## src/rtl/sisc_pkg.sv

```systemverilog
// Shared definitions for the instruction fetch path.
// The fetch_queue optional HALT-stop behaviour is controlled by the macro FQ_HALT_STOP_EN.
package sisc_pkg;

    localparam int unsigned INSTR_W = 32;
    localparam int unsigned ADDR_W  = 16;

    // Opcode field position within an instruction word.
    localparam int unsigned OP_MSB = 31;
    localparam int unsigned OP_LSB = 28;
    localparam int unsigned OP_W   = OP_MSB - OP_LSB + 1;

    localparam logic [OP_W-1:0] OP_HALT = 4'hF;

    // One buffered fetch: instruction word plus the address it came from.
    typedef struct packed {
        logic [INSTR_W-1:0] instr;
        logic [ADDR_W-1:0]  pc;
    } fq_entry_t;

    // True when the instruction word carries the HALT opcode.
    function automatic logic is_halt(input logic [INSTR_W-1:0] word);
        return word[OP_MSB:OP_LSB] == OP_HALT;
    endfunction

endpackage

```

## src/rtl/fq_ring.sv

```systemverilog
// DEPTH-entry circular buffer of fetch entries with write/read pointers and occupancy count.
// clr_i empties the ring and rewinds both pointers; it takes priority over enq_i/deq_i.
module fq_ring
    import sisc_pkg::*;
#(
    parameter int unsigned DEPTH = 4
) (
    input  logic      clk,
    input  logic      rst_f,
    input  logic      clr_i,
    input  logic      enq_i,
    input  logic      deq_i,
    input  fq_entry_t wr_entry_i,
    output fq_entry_t rd_entry_o,
    output logic      empty_o,
    output logic      full_o
);

    localparam int unsigned PTR_W = (DEPTH > 1) ? $clog2(DEPTH) : 1;
    localparam int unsigned CNT_W = $clog2(DEPTH + 1);

    fq_entry_t          entry_q [DEPTH];
    logic [PTR_W-1:0]   wptr_q, wptr_d;
    logic [PTR_W-1:0]   rptr_q, rptr_d;
    logic [CNT_W-1:0]   count_q, count_d;

    // Next pointer/count values; pointers wrap naturally since DEPTH is a power of two.
    always_comb begin
        wptr_d  = wptr_q;
        rptr_d  = rptr_q;
        count_d = count_q;
        if (clr_i) begin
            wptr_d  = '0;
            rptr_d  = '0;
            count_d = '0;
        end else begin
            if (enq_i) begin
                wptr_d = wptr_q + PTR_W'(1);
            end
            if (deq_i) begin
                rptr_d = rptr_q + PTR_W'(1);
            end
            case ({enq_i, deq_i})
                2'b10:   count_d = count_q + CNT_W'(1);
                2'b01:   count_d = count_q - CNT_W'(1);
                default: count_d = count_q;
            endcase
        end
    end

    // Pointer and count registers.
    always_ff @(posedge clk) begin
        if (rst_f) begin
            wptr_q  <= '0;
            rptr_q  <= '0;
            count_q <= '0;
        end else begin
            wptr_q  <= wptr_d;
            rptr_q  <= rptr_d;
            count_q <= count_d;
        end
    end

    // Entry storage; contents are only observed through the count, so no reset is needed.
    always_ff @(posedge clk) begin
        if (enq_i && !clr_i && !rst_f) begin
            entry_q[wptr_q] <= wr_entry_i;
        end
    end

    assign rd_entry_o = entry_q[rptr_q];
    assign empty_o    = (count_q == '0);
    assign full_o     = (count_q == CNT_W'(DEPTH));

endmodule

```

## src/rtl/fetch_queue.sv

```systemverilog
// Instruction prefetch queue feeding the instruction register.
// Drives the instruction-memory address, buffers fetched words with their PCs, and
// restarts at flush_addr on a redirect. Define FQ_HALT_STOP_EN to stop fetching after
// a HALT opcode has been enqueued (until the next flush or reset).
module fetch_queue
    import sisc_pkg::*;
#(
    parameter int unsigned DEPTH = 4
) (
    input  logic               clk,
    input  logic               rst_f,
    output logic [ADDR_W-1:0]  im_addr,
    input  logic [INSTR_W-1:0] im_data,
    input  logic               deq,
    input  logic               flush,
    input  logic [ADDR_W-1:0]  flush_addr,
    output logic [INSTR_W-1:0] instr_out,
    output logic [ADDR_W-1:0]  instr_pc,
    output logic               instr_valid,
    output logic               full
);

    logic [ADDR_W-1:0] fpc_q, fpc_d;
    logic              enq_c;
    logic              deq_c;
    logic              stop_c;
    logic              empty;
    logic              ring_full;
    fq_entry_t         wr_entry;
    fq_entry_t         rd_entry;

`ifdef FQ_HALT_STOP_EN
    logic halt_q, halt_d;

    // Halt latch: set when a HALT word is enqueued, cleared by a redirect.
    always_comb begin
        halt_d = halt_q;
        if (flush) begin
            halt_d = 1'b0;
        end else if (enq_c && is_halt(im_data)) begin
            halt_d = 1'b1;
        end
    end

    // Halt register.
    always_ff @(posedge clk) begin
        if (rst_f) begin
            halt_q <= 1'b0;
        end else begin
            halt_q <= halt_d;
        end
    end

    assign stop_c = halt_q;
`else
    assign stop_c = 1'b0;
`endif

    // A slot frees up this cycle if the head is being consumed, so a full queue keeps streaming.
    assign deq_c = deq && !empty && !flush;
    assign enq_c = !flush && !stop_c && (!ring_full || (deq && !empty));

    assign wr_entry.instr = im_data;
    assign wr_entry.pc    = fpc_q;

    // Fetch pointer: redirect wins, otherwise advance on every accepted word.
    always_comb begin
        fpc_d = fpc_q;
        if (flush) begin
            fpc_d = flush_addr;
        end else if (enq_c) begin
            fpc_d = fpc_q + ADDR_W'(1);
        end
    end

    // Fetch pointer register.
    always_ff @(posedge clk) begin
        if (rst_f) begin
            fpc_q <= '0;
        end else begin
            fpc_q <= fpc_d;
        end
    end

    fq_ring #(
        .DEPTH (DEPTH)
    ) u_ring (
        .clk        (clk),
        .rst_f      (rst_f),
        .clr_i      (flush),
        .enq_i      (enq_c),
        .deq_i      (deq_c),
        .wr_entry_i (wr_entry),
        .rd_entry_o (rd_entry),
        .empty_o    (empty),
        .full_o     (ring_full)
    );

    assign im_addr     = fpc_q;
    assign instr_valid = !empty;
    assign full        = ring_full;
    assign instr_out   = empty ? '0 : rd_entry.instr;
    assign instr_pc    = empty ? '0 : rd_entry.pc;

endmodule
```

## config.mk

```make
export PLATFORM = sky130hd
export DESIGN_NAME = fetch_queue
export DESIGN_NICKNAME = d
export VERILOG_FILES = /design/src/rtl/sisc_pkg.sv /design/src/rtl/fq_ring.sv /design/src/rtl/fetch_queue.sv
export SDC_FILE = /design/constraint.sdc
export NUM_CORES = 1
export LEC_CHECK = 0
export BUFFER_PORTS_ARGS = -buffer_cell sky130_fd_sc_hd__buf_4
export CORE_MARGIN = 2
export CORE_UTILIZATION = 55
export DETAILED_ROUTE_END_ITERATION = 16
export PLACE_DENSITY = 0.78
export SYNTH_ARGS = -nofsm -noshare
export SYNTH_HDL_FRONTEND = slang
export SYNTH_HIERARCHICAL = 1
export SYNTH_SLANG_ARGS = --single-unit
```

## constraint.sdc

```tcl
create_clock -name clk -period 5.3 [get_ports clk]
set_input_delay 0.265 -clock clk [delete_from_list [all_inputs] [get_ports clk]]
set_output_delay 0.265 -clock clk [all_outputs]
set_load 0.005 [all_outputs]
```

Word-level counts from Yosys, hierarchy flattened

Memories as Yosys holds them, arrays and structs flattened. A register that Yosys moved wholly into a read port is not among the register bits.
Index checks and enable logic that the tools add are counted.

Memories kept: 1
Bits in writable memories: 192
Output and inout port bits: 66
Flip-flop bits (word level): 23
Logic and storage cells: 36

Memories:

| name           | depth | bits a word | read ports | clocked after Yosys merged registers in | write ports | RTL line      | source |
|---|---|---|---|---|---|---|---|
| u_ring.entry_q | 4     | 48          | 1          | 1                                       | 1           | fq_ring.sv:22 | `fq_entry_t entry_q [DEPTH];` |

Reductions and logical operators: 14
Equality and inequality tests: 3
Multiplexer cells: 9
Add/sub/neg operators: 5

Operators with widths:

| operator                | count |
|---|---|
| $mux W16                | 3 |
| $mux W32                | 1 |
| $add A16 B1 Y16 const B | 1 |
| $pmux W3 S2             | 1 |
| $logic_and A1 B1 Y1     | 5 |
| $add A2 B1 Y2 const B   | 2 |
| $logic_not A1 Y1        | 4 |
| $mux W2                 | 2 |
| $reduce_bool A2 Y1      | 2 |
| $add A3 B1 Y3 const B   | 1 |
| $eq A3 B3 Y1 const B    | 1 |
| $logic_not A3 Y1        | 1 |
| $sub A3 B1 Y3 const B   | 1 |
| $eq A2 B1 Y1 const B    | 1 |
| $eq A2 B2 Y1 const B    | 1 |
| $mux W1                 | 2 |
| $reduce_or A2 Y1        | 1 |
| $logic_or A1 B1 Y1      | 1 |

Logic depth before layout (Yosys ltp)

Gate-level depths: netlist of the first run.

Depth in word-level cells: 9
Gate-level depth with buffers: 12
Depth with buffers taken out: 10

Cells and area by module

Netlist of the first run, hierarchy kept.

Modules (own cells, without submodules):

| module      | area an instance (sq um) | sequential area each (sq um) | cells an instance | instances |
|---|---|---|---|---|
| fq_ring     | 7362.1                   | 5945.7                       | 299               | 1 |
| fetch_queue | 1391.3                   | 320.3                        | 181               | 1 |

Worst setup path after synthesis of the first run

Ideal clock, no wire load.

Path kind: reg-to-reg
From: register u_ring.count_q[0]
To: memory u_ring/entry_q[0][0] (netlist bit) (enable)
Setup slack: 2.249 ns
Cell stages (with the launch flop): 7
Clock period less this slack: 3.051 ns
Data arrival time: 2.640 ns
Required time: 4.889 ns
Library setup time: 0.411 ns
Path buffers: 2
Cell sequence: dfxtp_1 inv_1 and3_1 clkbuf_1 buf_2 a21oi_1 and3_1

Elaborated cells on any way between the ends: 11
Those cells by class: eq/ne: 1; mux: 2; reduce/logical: 8

RTL lines:

| item                              | RTL line          | source |
|---|---|---|
| from (decl)                       | fq_ring.sv:25     | `logic [CNT_W-1:0] count_q, count_d;` |
| from (signal assigned)            | fq_ring.sv:60     | `count_q <= count_d;` |
| $eq A3 B3 Y1                      | fq_ring.sv:73     | `assign full_o = (count_q == CNT_W'(DEPTH));` |
| named net full                    | fetch_queue.sv:20 | `output logic full` |
| $logic_not A1 Y1                  | fetch_queue.sv:61 | `assign enq_c = !flush && !stop_c && (!ring_full \|\| (deq && !empty));` |
| $logic_or A1 B1 Y1                | fetch_queue.sv:61 |  |
| $logic_and A1 B1 Y1               | fetch_queue.sv:61 |  |
| named net enq_c                   | fetch_queue.sv:24 | `logic enq_c;` |
| $logic_and A1 B1 Y1 (2 in series) | fq_ring.sv:66     | `if (enq_i && !clr_i && !rst_f) begin` |
| $mux W1                           | fq_ring.sv:66     |  |
| $mux W1 (implied by the code)     | fq_ring.sv:67     | `entry_q[wptr_q] <= wr_entry_i;` |
| to (decl)                         | fq_ring.sv:22     |  |

The timed path passes the listed nets, and every way through them passes these cells.

Final worst setup path of the first run

From: register u_ring.count_q[0]
To: memory u_ring/entry_q[3][29] (netlist bit) (enable)

Longest elaborated chain between the ends: 9
Elaborated cells on any way between the ends: 11
Those cells by class: eq/ne: 1; mux: 2; reduce/logical: 8

Ends and longest elaborated chain:

| item                                  | RTL line          | source |
|---|---|---|
| $logic_not A3 Y1                      | fq_ring.sv:72     | `assign empty_o = (count_q == '0);` |
| $logic_not A1 Y1                      | fetch_queue.sv:61 |  |
| $logic_and A1 B1 Y1                   | fetch_queue.sv:61 |  |
| $logic_or A1 B1 Y1 (*)                | fetch_queue.sv:61 |  |
| $logic_and A1 B1 Y1 (*)               | fetch_queue.sv:61 |  |
| named net enq_c                       | fetch_queue.sv:24 |  |
| $logic_and A1 B1 Y1 (*) (2 in series) | fq_ring.sv:66     |  |
| $mux W1 (*)                           | fq_ring.sv:66     |  |
| $mux W1 (implied by the code) (*)     | fq_ring.sv:67     |  |

The timed path passes the listed nets; every way through them passes the cells marked *.

==> flow_summary.yaml, run 1 <==
clocking:
  postCtsHoldBufs: 32
  clockBufferDepth: 3
  cts_buffers: 22
  root_buffer: "clkbuf_16"
  post_cts_resized: 0
  clock_sinks: 217
  htree_levels: 1
  clk_latency_ns: 0.50
  path_clk_slew_ns: 0.06
  cts_tree: "built"
  post_cts_buffers: 0
routing:
  wl_per_cell_um: 19.9
  vias: 4859
  drt_iter0_drc: 236
  wirelength_um: 17200
  postRouteAntennaNets: 0
  first_pass_iters: 4
  drc: 0
  via_per_inst: 5.62
synthesis:
  async_reset_ff_frac: 0
  syn_nets: 539
  postSynthCellCount: 480
  seq_area_frac_synth: 0.716
  ys_seq_elements: 217
  yosys_warnings: 6
  synth_area_mm2: 0.00875
  ys_types: 41
  ys.flop_type: "edfxtp_1"
  syn_area_per_cell_um2: 18.2
  synth-edff-count: 192
critical_path:
  ff2ff_path_depth: 5
  cp-end-kind: "register"
  start_kind: "register"
  cp.required_ns: 5.44
  criticalPathCategory: "register to register"
  path_max_fanout: 27
  crit_arrival_ns: 3.21
floorplan:
  num_rows: 46
  io_pins: 118
  die_w_um: 130
  die_area_mm2: 0.0169
  coreArea_mm2: 0.0157
  initial_utilization: 0.557
  die_y_um: 130
status:
  run_status: "completed"
timing:
  hold_viol_final: 0
  hold_slack_ns: 0.0255
  slew_headroom: 0.350
  finalSetupViolCount: 0
  maxSlewViolCount: 0
  tns_ns: 0
  skew_ns: 0.0186
  min_period_over_period: 0.579
  worst_pin_slew_ns: 0.975
  fin_crit_ns: 3.07
  rsz0062_at_grt: "false"
  fmax_mhz: 326
hold_path:
  holdPathStages: 3
  hp-class: "primary input to register"
power_and_ir_drop:
  leakage_nw: 3.81
  power_density_mw_per_mm2: 341
  ir_worst_vdd_v: 0.000220
layout:
  drive_above_1_share: 0.336
  diodes: 0
  fill_cells: 1008
  areaGrowthSynthToFinish_pct: 24.4
  num-nets-final: 692
global_route:
  grt-ovfl-total: 0
  grt_pass1_vias: 5142
  grt_pass1_wl_um: 26400
  grtUsageTotal: 0.206
  antenna_found_initial: 0
  grt_max_degree: 50
job:
  cap_viol_max_count: 0
place:
  hpwl_um: 10300
  gp_congestion: 0.824
  numPortBuffers: 117
where the power goes:
| group | leakage, nW | switching [mW] | total (mW) | internal, mW |
|---|---|---|---|---|
| sequential | 1.95 | 0.0334 | 1.92 | 1.89 |
| combinational | 1.50 | 0.0909 | 0.205 | 0.114 |
| clock | 0.363 | 0.597 | 1.59 | 0.990 |
worst paths after layout:
check                                                    start                              end  slack (ns)
worst min-delay path                             flush_addr[0]          im_addr[0]$_SDFFE_PP0P_        0.03
worst max-delay path            u_ring/count_q[0]$_SDFFE_PP0P_  u_ring/entry_q[3][29]$_DFFE_PP_        2.23
worst max register to register  u_ring/count_q[0]$_SDFFE_PP0P_  u_ring/entry_q[3][29]$_DFFE_PP_        2.23
worst min register to register   u_ring/rptr_q[0]$_SDFFE_PP0P_                         register        0.54
critical path, cell delays in order (launching register included):
cell     delay [ns]
dfxtp_1        0.39
inv_1          0.10
and3_1         0.43
a21oi_1        0.57
and3_2         0.73
buf_4          0.47
cell families after synthesis:
group,synth area share
buffers and inverters,0.0252
adder cells (fa/ha/maj),0.0109
AO/OA/AOI/OAI,0.0435
multiplexers,0.125
XOR/XNOR,0.0160
flip-flops,0.716
AND/OR/NAND/NOR,0.0640
registers in the layout (all words and copies together), names as in the netlist, named ones only:
signal          cells
im_addr            16
u_ring/wptr_q       2
u_ring/entry_q    192
u_ring/count_q      3
u_ring/rptr_q       2
stage by stage:
step                      instances  worst slack [ns]  utilization  power, mW  area [µm²]
after floorplan                 480              2.25            -       2.04        8750
after CTS                       865              2.24        0.693       3.75       10900
after global routing            865              2.08        0.693       3.84       10900
after detailed placement        793              2.28        0.625       2.15        9820
after global placement          793              2.47        0.625       2.14        9820
final                           865              2.23        0.693       3.72       10900
area by class of cell:
type                            count  area, µm²  area share
Timing Repair Buffer              155       1240       0.114
Inverter                           21       78.8     0.00724
Clock buffer                       30        602      0.0552
Multi-Input combinational cell    216       2280       0.209
Sequential cell                   217       6270       0.576
Clock inverter                     10        150      0.0138
Tap cell                          216        270      0.0248
cells in the final DEF (no fill, tap or decap), drive strengths merged, types with 2 or more instances in the layout:
master,instances
clkinv,5
ha,6
edfxtp,192
dlygate4sd3,32
buf,123
nor2,11
nand4,4
and3,6
inv,21
mux4,48
and3b,2
nor2b,49
a211oi,2
xnor2,4
nand2,9
nor3,2
bufinv,4
clkbuf,30
xor2,12
a21oi,19
o211ai,2
a21boi,2
nand3,5
dfxtp,25
o21a,11
o31a,2
a2111oi,6
nor4,3
a31oi,2
Yosys cell counts (3+ instances only):
cell | number | area [µm²]
edfxtp_1 | 192 | 5770
nor2b_1 | 49 | 307
mux4_2 | 48 | 1080
dfxtp_1 | 25 | 500
inv_1 | 21 | 78.8
a21oi_1 | 19 | 95.1
clkbuf_1 | 15 | 56.3
xor2_1 | 12 | 105
nor2_1 | 11 | 41.3
o21a_1 | 11 | 82.6
nand2_1 | 9 | 33.8
and3_1 | 6 | 37.5
ha_1 | 6 | 75.1
buf_2 | 5 | 25.0
a2111oi_2 | 4 | 60.1
buf_6 | 4 | 45.0
nand3_1 | 4 | 20.0
xnor2_1 | 4 | 35.0
nand4_1 | 3 | 18.8
nor4_1 | 3 | 18.8
routing by layer:
layer | wire length, µm | up-vias | GRT usage
met2 | 8660 | 180 | 0.352
met1 | 6980 | 2466 | 0.265
met3 | 1050 | 37 | 0.0377
li1 | - | 2176 | -
met4 | 484 | 0 | 0.0772
met5 | 0 | - | 0
(Power assumes the default switching activity.)
==> inputs of run 2 (changes only) <==
- CORE_UTILIZATION: 55 -> 52
- PLACE_DENSITY: 0.78 -> 0.77
- clock period: 5.3 -> 2.7 ns (I/O delays scaled with it)
==> run 2 against run 1 <==
Net effect: clock power increased by 110%; sequential share of layout area fell by 1.8 points; routed wire length shrank 1.4%; critical path depth fell by 1; clock-buffer cell count down 3; non-clock buffer count grew 24; global-route usage decreased by 0.97 points; flip-flop and latch count stayed put; combinational power is 110% higher; sequential power is 96% higher; worst setup slack got worse by 2.0 ns.
==> flow_summary.yaml, run 2 (synthesis results as in run 1) <==
critical_path:
  path_max_fanout: 23
  cp-end-kind: "primary output"
  crit_end: "instr_out[27]"
  regToRegEndpoint: "u_ring/count_q[2]$_SDFFE_PP0P_"
  criticalPathCategory: "register to primary output"
  start_kind: "register"
  ff2ff_path_depth: 10
  rrSetupSlack_ns: 0.33
  cp.required_ns: 2.57
  r2r-start: "u_ring/count_q[1]$_SDFFE_PP0P_"
  crit_arrival_ns: 2.31
layout:
  num-nets-final: 716
  seqCellArea_mm2: 0.00627
  final_cell_mix: "edfxtp_1 (192), buf_4 (125), nor2b_1 (49)"
  areaGrowthSynthToFinish_pct: 28.5
  fill_cells: 1058
  final_common_cell: "edfxtp_1"
  diodes: 0
  drive_above_1_share: 0.340
  largest_reg_flops: 192
  multi_input_area_mm2: 0.00228
  regMostFlops: "u_ring/entry_q"
global_route:
  grtUsageTotal: 0.196
  grt_pass1_wl_um: 27200
  antenna_found_initial: 0
  grt-ovfl-total: 0
  grt_pass1_vias: 5185
  grt_max_degree: 50
routing:
  drt_iter0_drc: 269
  drc: 0
  first_pass_iters: 4
  wl_per_cell_um: 19.0
  via_per_inst: 5.39
  wirelength_um: 16900
  postRouteAntennaNets: 0
  vias: 4813
floorplan:
  die_area_mm2: 0.0179
  die_y_um: 134
  num_rows: 47
  initial_utilization: 0.530
  die_w_um: 134
  coreArea_mm2: 0.0165
  io_pins: 118
job:
  cap_viol_max_count: 0
timing:
  fin_crit_ns: 2.45
  maxSlewViolCount: 0
  finalSetupViolCount: 0
  worst_pin_slew_ns: 0.574
  hold_viol_final: 0
  fmax_mhz: 409
  skew_ns: 0.0107
  rsz0062_at_grt: "false"
  min_period_over_period: 0.906
  tns_ns: 0
  slew_headroom: 0.617
power_and_ir_drop:
  ir_worst_vdd_v: 0.000423
  power_density_mw_per_mm2: 665
  leakage_nw: 3.97
  finalPower_mw: 7.49
clocking:
  clock_sinks: 217
  cts_tree: "built"
  post_cts_resized: 0
  clk_latency_ns: 0.49
  htree_levels: 1
  path_clk_slew_ns: 0.06
  clockBufferDepth: 3
  root_buffer: "clkbuf_16"
  cts_buffers: 22
place:
  hpwl_um: 10200
  numPortBuffers: 117
  gp_congestion: 0.822
status:
  run_status: "completed"
hold_path:
  hp-class: "primary input to register"
==> run 2: cell types whose count changed in the layout (fill, tap and decap cells not counted), sizes merged <==
cell         delta
inv             +1
clkbuf          -3
dlygate4sd3    +16
clkinv          +2
clkinvlp        -1
buf             +8
bufinv          +1
==> run 2: worst min-delay path by stage <==
stage | depth (start not counted) | end | from
floorplan | 0 | u_ring/entry_q[0][16]$_DFFE_PP_ | im_data[0]
global placement | 1 | u_ring/entry_q[0][28]$_DFFE_PP_ | im_data[12]
detailed placement | 1 | u_ring/entry_q[1][22]$_DFFE_PP_ | im_data[6]
CTS | 4 | im_addr[15]$_SDFFE_PP0P_ | flush_addr[15]
global route | 4 | im_addr[15]$_SDFFE_PP0P_ | flush_addr[15]
finish | 4 | im_addr[15]$_SDFFE_PP0P_ | flush_addr[15]
==> run 2: timing repair <==
| action | in CTS | in global routing |
|---|---|---|
| buffers inserted | 0 | 0 |
| hold buffers | 48 | 0 |
| hold endpoints to repair | 142 | 0 |
==> run 2: area by class of cell <==
class / count / share of cell area
clock buffers: 27 / 0.0552
clock inverters: 13 / 0.0167
inverters: 21 / 0.00701
multi-input cells: 216 / 0.202
flip-flops and latches: 217 / 0.557
well taps: 220 / 0.0245
repair buffers: 179 / 0.137
==> run 2: metal layers <==
layer | GRT usage | up-vias | wire [µm]
met5 | 0 | - | 0
met4 | 0.0437 | 0 | 263
met3 | 0.0320 | 24 | 1130
met2 | 0.340 | 160 | 8670
met1 | 0.263 | 2405 | 6880
li1 | - | 2224 | -
==> run 2: per-stage QoR <==
step	hold WS [ns]	util	setup WS, ns	cell area (µm²)	instances
after floorplan	0.234	-	0.0836	8760	480
after global placement	0.334	0.603	0.479	9960	805
after detailed placement	0.341	0.603	0.362	9960	805
after CTS	0.00851	0.681	0.194	11200	893
after global routing	0.0452	0.681	0.0872	11200	893
final	0.0357	0.681	0.254	11200	893
==> run 2: critical path, cell delays in order (launching register included) <==
cell	delay (ns)
dfxtp_4	0.65
buf_4	0.30
mux4_2	0.54
nor2b_1	0.16
buf_4	0.16
==> run 2: power breakdown <==
group	total [mW]	switching (mW)	leakage, nW	internal (mW)
registers	3.77	0.0627	1.95	3.71
logic	0.429	0.185	1.62	0.244
clock network	3.28	1.18	0.397	2.11
==> inputs of run 3 (changes only) <==
- CAP_MARGIN: not set -> 20
- CELL_PAD_IN_SITES_DETAIL_PLACEMENT: not set -> 0
- CELL_PAD_IN_SITES_GLOBAL_PLACEMENT: not set -> 1
- CORE_UTILIZATION: 52 -> 44
- PLACE_DENSITY: 0.77 -> 0.76
- SKIP_LAST_GASP: not set -> 1
==> run 3 against run 2 <==
Net effect: die area grew 18%; clock-buffer cell count shrank 2; critical endpoint is now u_ring/count_q[2]$_SDFFE_PP0P_; largest power group unchanged; final area down 0.42%; via count is 1.0% lower; first-iteration DRC count down 10%; fmax increased by 1.4%; flip-flop and latch count is the same; clock power down 9.8%; clock skew fell by 0.00065 ns; critical path type is now register to register; sequential share of layout area up 0.24 points; critical path depth up 6; highest routed layer unchanged; non-clock buffer count decreased by 1.
==> flow_summary.yaml, run 3 (synthesis results as in run 1) <==
timing:
  slew_headroom: 0.592
  min_period_over_period: 0.893
  worst_pin_slew_ns: 0.613
  tns_ns: 0
  skew_ns: 0.0100
  finalSetupViolCount: 0
  maxSlewViolCount: 0
  rsz0062_at_grt: "false"
  hold_viol_final: 0
  fin_crit_ns: 2.41
  fmax_mhz: 415
critical_path:
  cp-end-kind: "register"
  rrSetupSlack_ns: 0.29
  start_kind: "register"
  criticalPathCategory: "register to register"
  path_max_fanout: 18
  r2r-start: "u_ring/count_q[1]$_SDFFE_PP0P_"
  ff2ff_path_depth: 10
  regToRegEndpoint: "u_ring/count_q[2]$_SDFFE_PP0P_"
  cp.required_ns: 3.12
  crit_arrival_ns: 2.83
layout:
  final_common_cell: "edfxtp_1"
  areaGrowthSynthToFinish_pct: 28.0
  diodes: 0
  fill_cells: 1482
  num-nets-final: 715
  final_core_util: 0.576
  regMostFlops: "u_ring/entry_q"
  drive_above_1_share: 0.336
  finish.instance_area_mm2: 0.0112
  largest_reg_flops: 192
  final_cell_mix: "edfxtp_1 (192), buf_4 (123), dlygate4sd3_1 (50)"
routing:
  postRouteAntennaNets: 0
  wl_per_cell_um: 17.9
  drc: 0
  first_pass_iters: 4
  wirelength_um: 16700
  drt_iter0_drc: 242
  vias: 4764
  via_per_inst: 5.08
power_and_ir_drop:
  leakage_nw: 3.91
  ir_worst_vdd_v: 0.000307
  finalPower_mw: 7.17
  power_density_mw_per_mm2: 640
hold_path:
  holdPathStages: 3
  holdPathEnd: "im_addr[2]$_SDFFE_PP0P_"
  hp-class: "primary input to register"
  hp-start: "rst_f"
clocking:
  clock_sinks: 217
  path_clk_slew_ns: 0.06
  cts_buffers: 22
  htree_levels: 1
  clk_latency_ns: 0.49
  root_buffer: "clkbuf_16"
  post_cts_resized: 0
  cts_tree: "built"
  clockBufferDepth: 3
global_route:
  antenna_found_initial: 0
  grt-ovfl-total: 0
  grt_pass1_wl_um: 26200
  grt_pass1_vias: 4882
  grtUsageTotal: 0.158
  grt_max_degree: 50
floorplan:
  num_rows: 51
  initial_utilization: 0.450
  die_w_um: 145
  die_area_mm2: 0.0210
  die_y_um: 145
  coreArea_mm2: 0.0195
  io_pins: 118
status:
  run_status: "completed"
place:
  hpwl_um: 9920
  numPortBuffers: 117
  gp_congestion: 0.730
  dpl-instance-area_mm2: 0.00998
job:
  cap_viol_max_count: 0
run 3: cell type report:
cell class,instances,area (µm²),share of cell area
inverters,21,78.8,0.00704
repair buffers,178,1520,0.136
well taps,265,332,0.0296
clock buffers,25,583,0.0520
multi-input cells,216,2280,0.203
clock inverters,15,136,0.0122
flip-flops and latches,217,6270,0.560
run 3: repair_timing:
| action | 4_1_cts | 5_1_grt |
|---|---|---|
| hold buffers | 50 | 0 |
| buffers inserted | 0 | 0 |
| hold endpoints to repair | 144 | 0 |
run 3: power by group:
part	internal (mW)	switching (mW)
Sequential	3.71	0.0626
Combinational	0.246	0.184
Clock	1.75	1.21
Total	5.71	1.46
run 3: stage by stage:
stage	setup WS (ns)	hold slack, ns	std cells
2_1_floorplan	0.0836	0.234	480
6_report	0.288	0.0756	937
4_1_cts	0.219	0.0544	937
3_5_place_dp	0.306	0.339	847
3_3_place_gp	0.457	0.335	847
5_1_grt	0.136	0.0733	937
run 3: worst max-delay path by stage:
stage                                         from                              to  slack [ns]  cells past startpoint
floorplan           u_ring/count_q[0]$_SDFFE_PP0P_  u_ring/count_q[2]$_SDFFE_PP0P_        0.08                     12
global placement    u_ring/count_q[1]$_SDFFE_PP0P_  u_ring/count_q[2]$_SDFFE_PP0P_        0.46                     10
detailed placement  u_ring/count_q[1]$_SDFFE_PP0P_  u_ring/count_q[2]$_SDFFE_PP0P_        0.31                     10
CTS                                       register                    instr_pc[12]        0.22                      4
global route                              register                    instr_pc[13]        0.14                      4
finish              u_ring/count_q[1]$_SDFFE_PP0P_  u_ring/count_q[2]$_SDFFE_PP0P_        0.29                     10
run 3: routing by layer:
metal	up-vias	track usage	routed length, µm
li1	2226	-	-
met1	2377	0.218	7510
met2	145	0.259	7940
met3	16	0.0349	1080
met4	0	0.0347	204
met5	-	0	0
run 3: critical path, stage by stage, from the launching register on:
cell	delay, ns
dfxtp_1	0.33
nor3_2	0.24
nand2b_4	0.31
a21oi_1	0.14
inv_1	0.08
ha_1	0.17
inv_1	0.07
fa_1	0.37
xor2_1	0.16
or3_1	0.31
a21oi_1	0.16
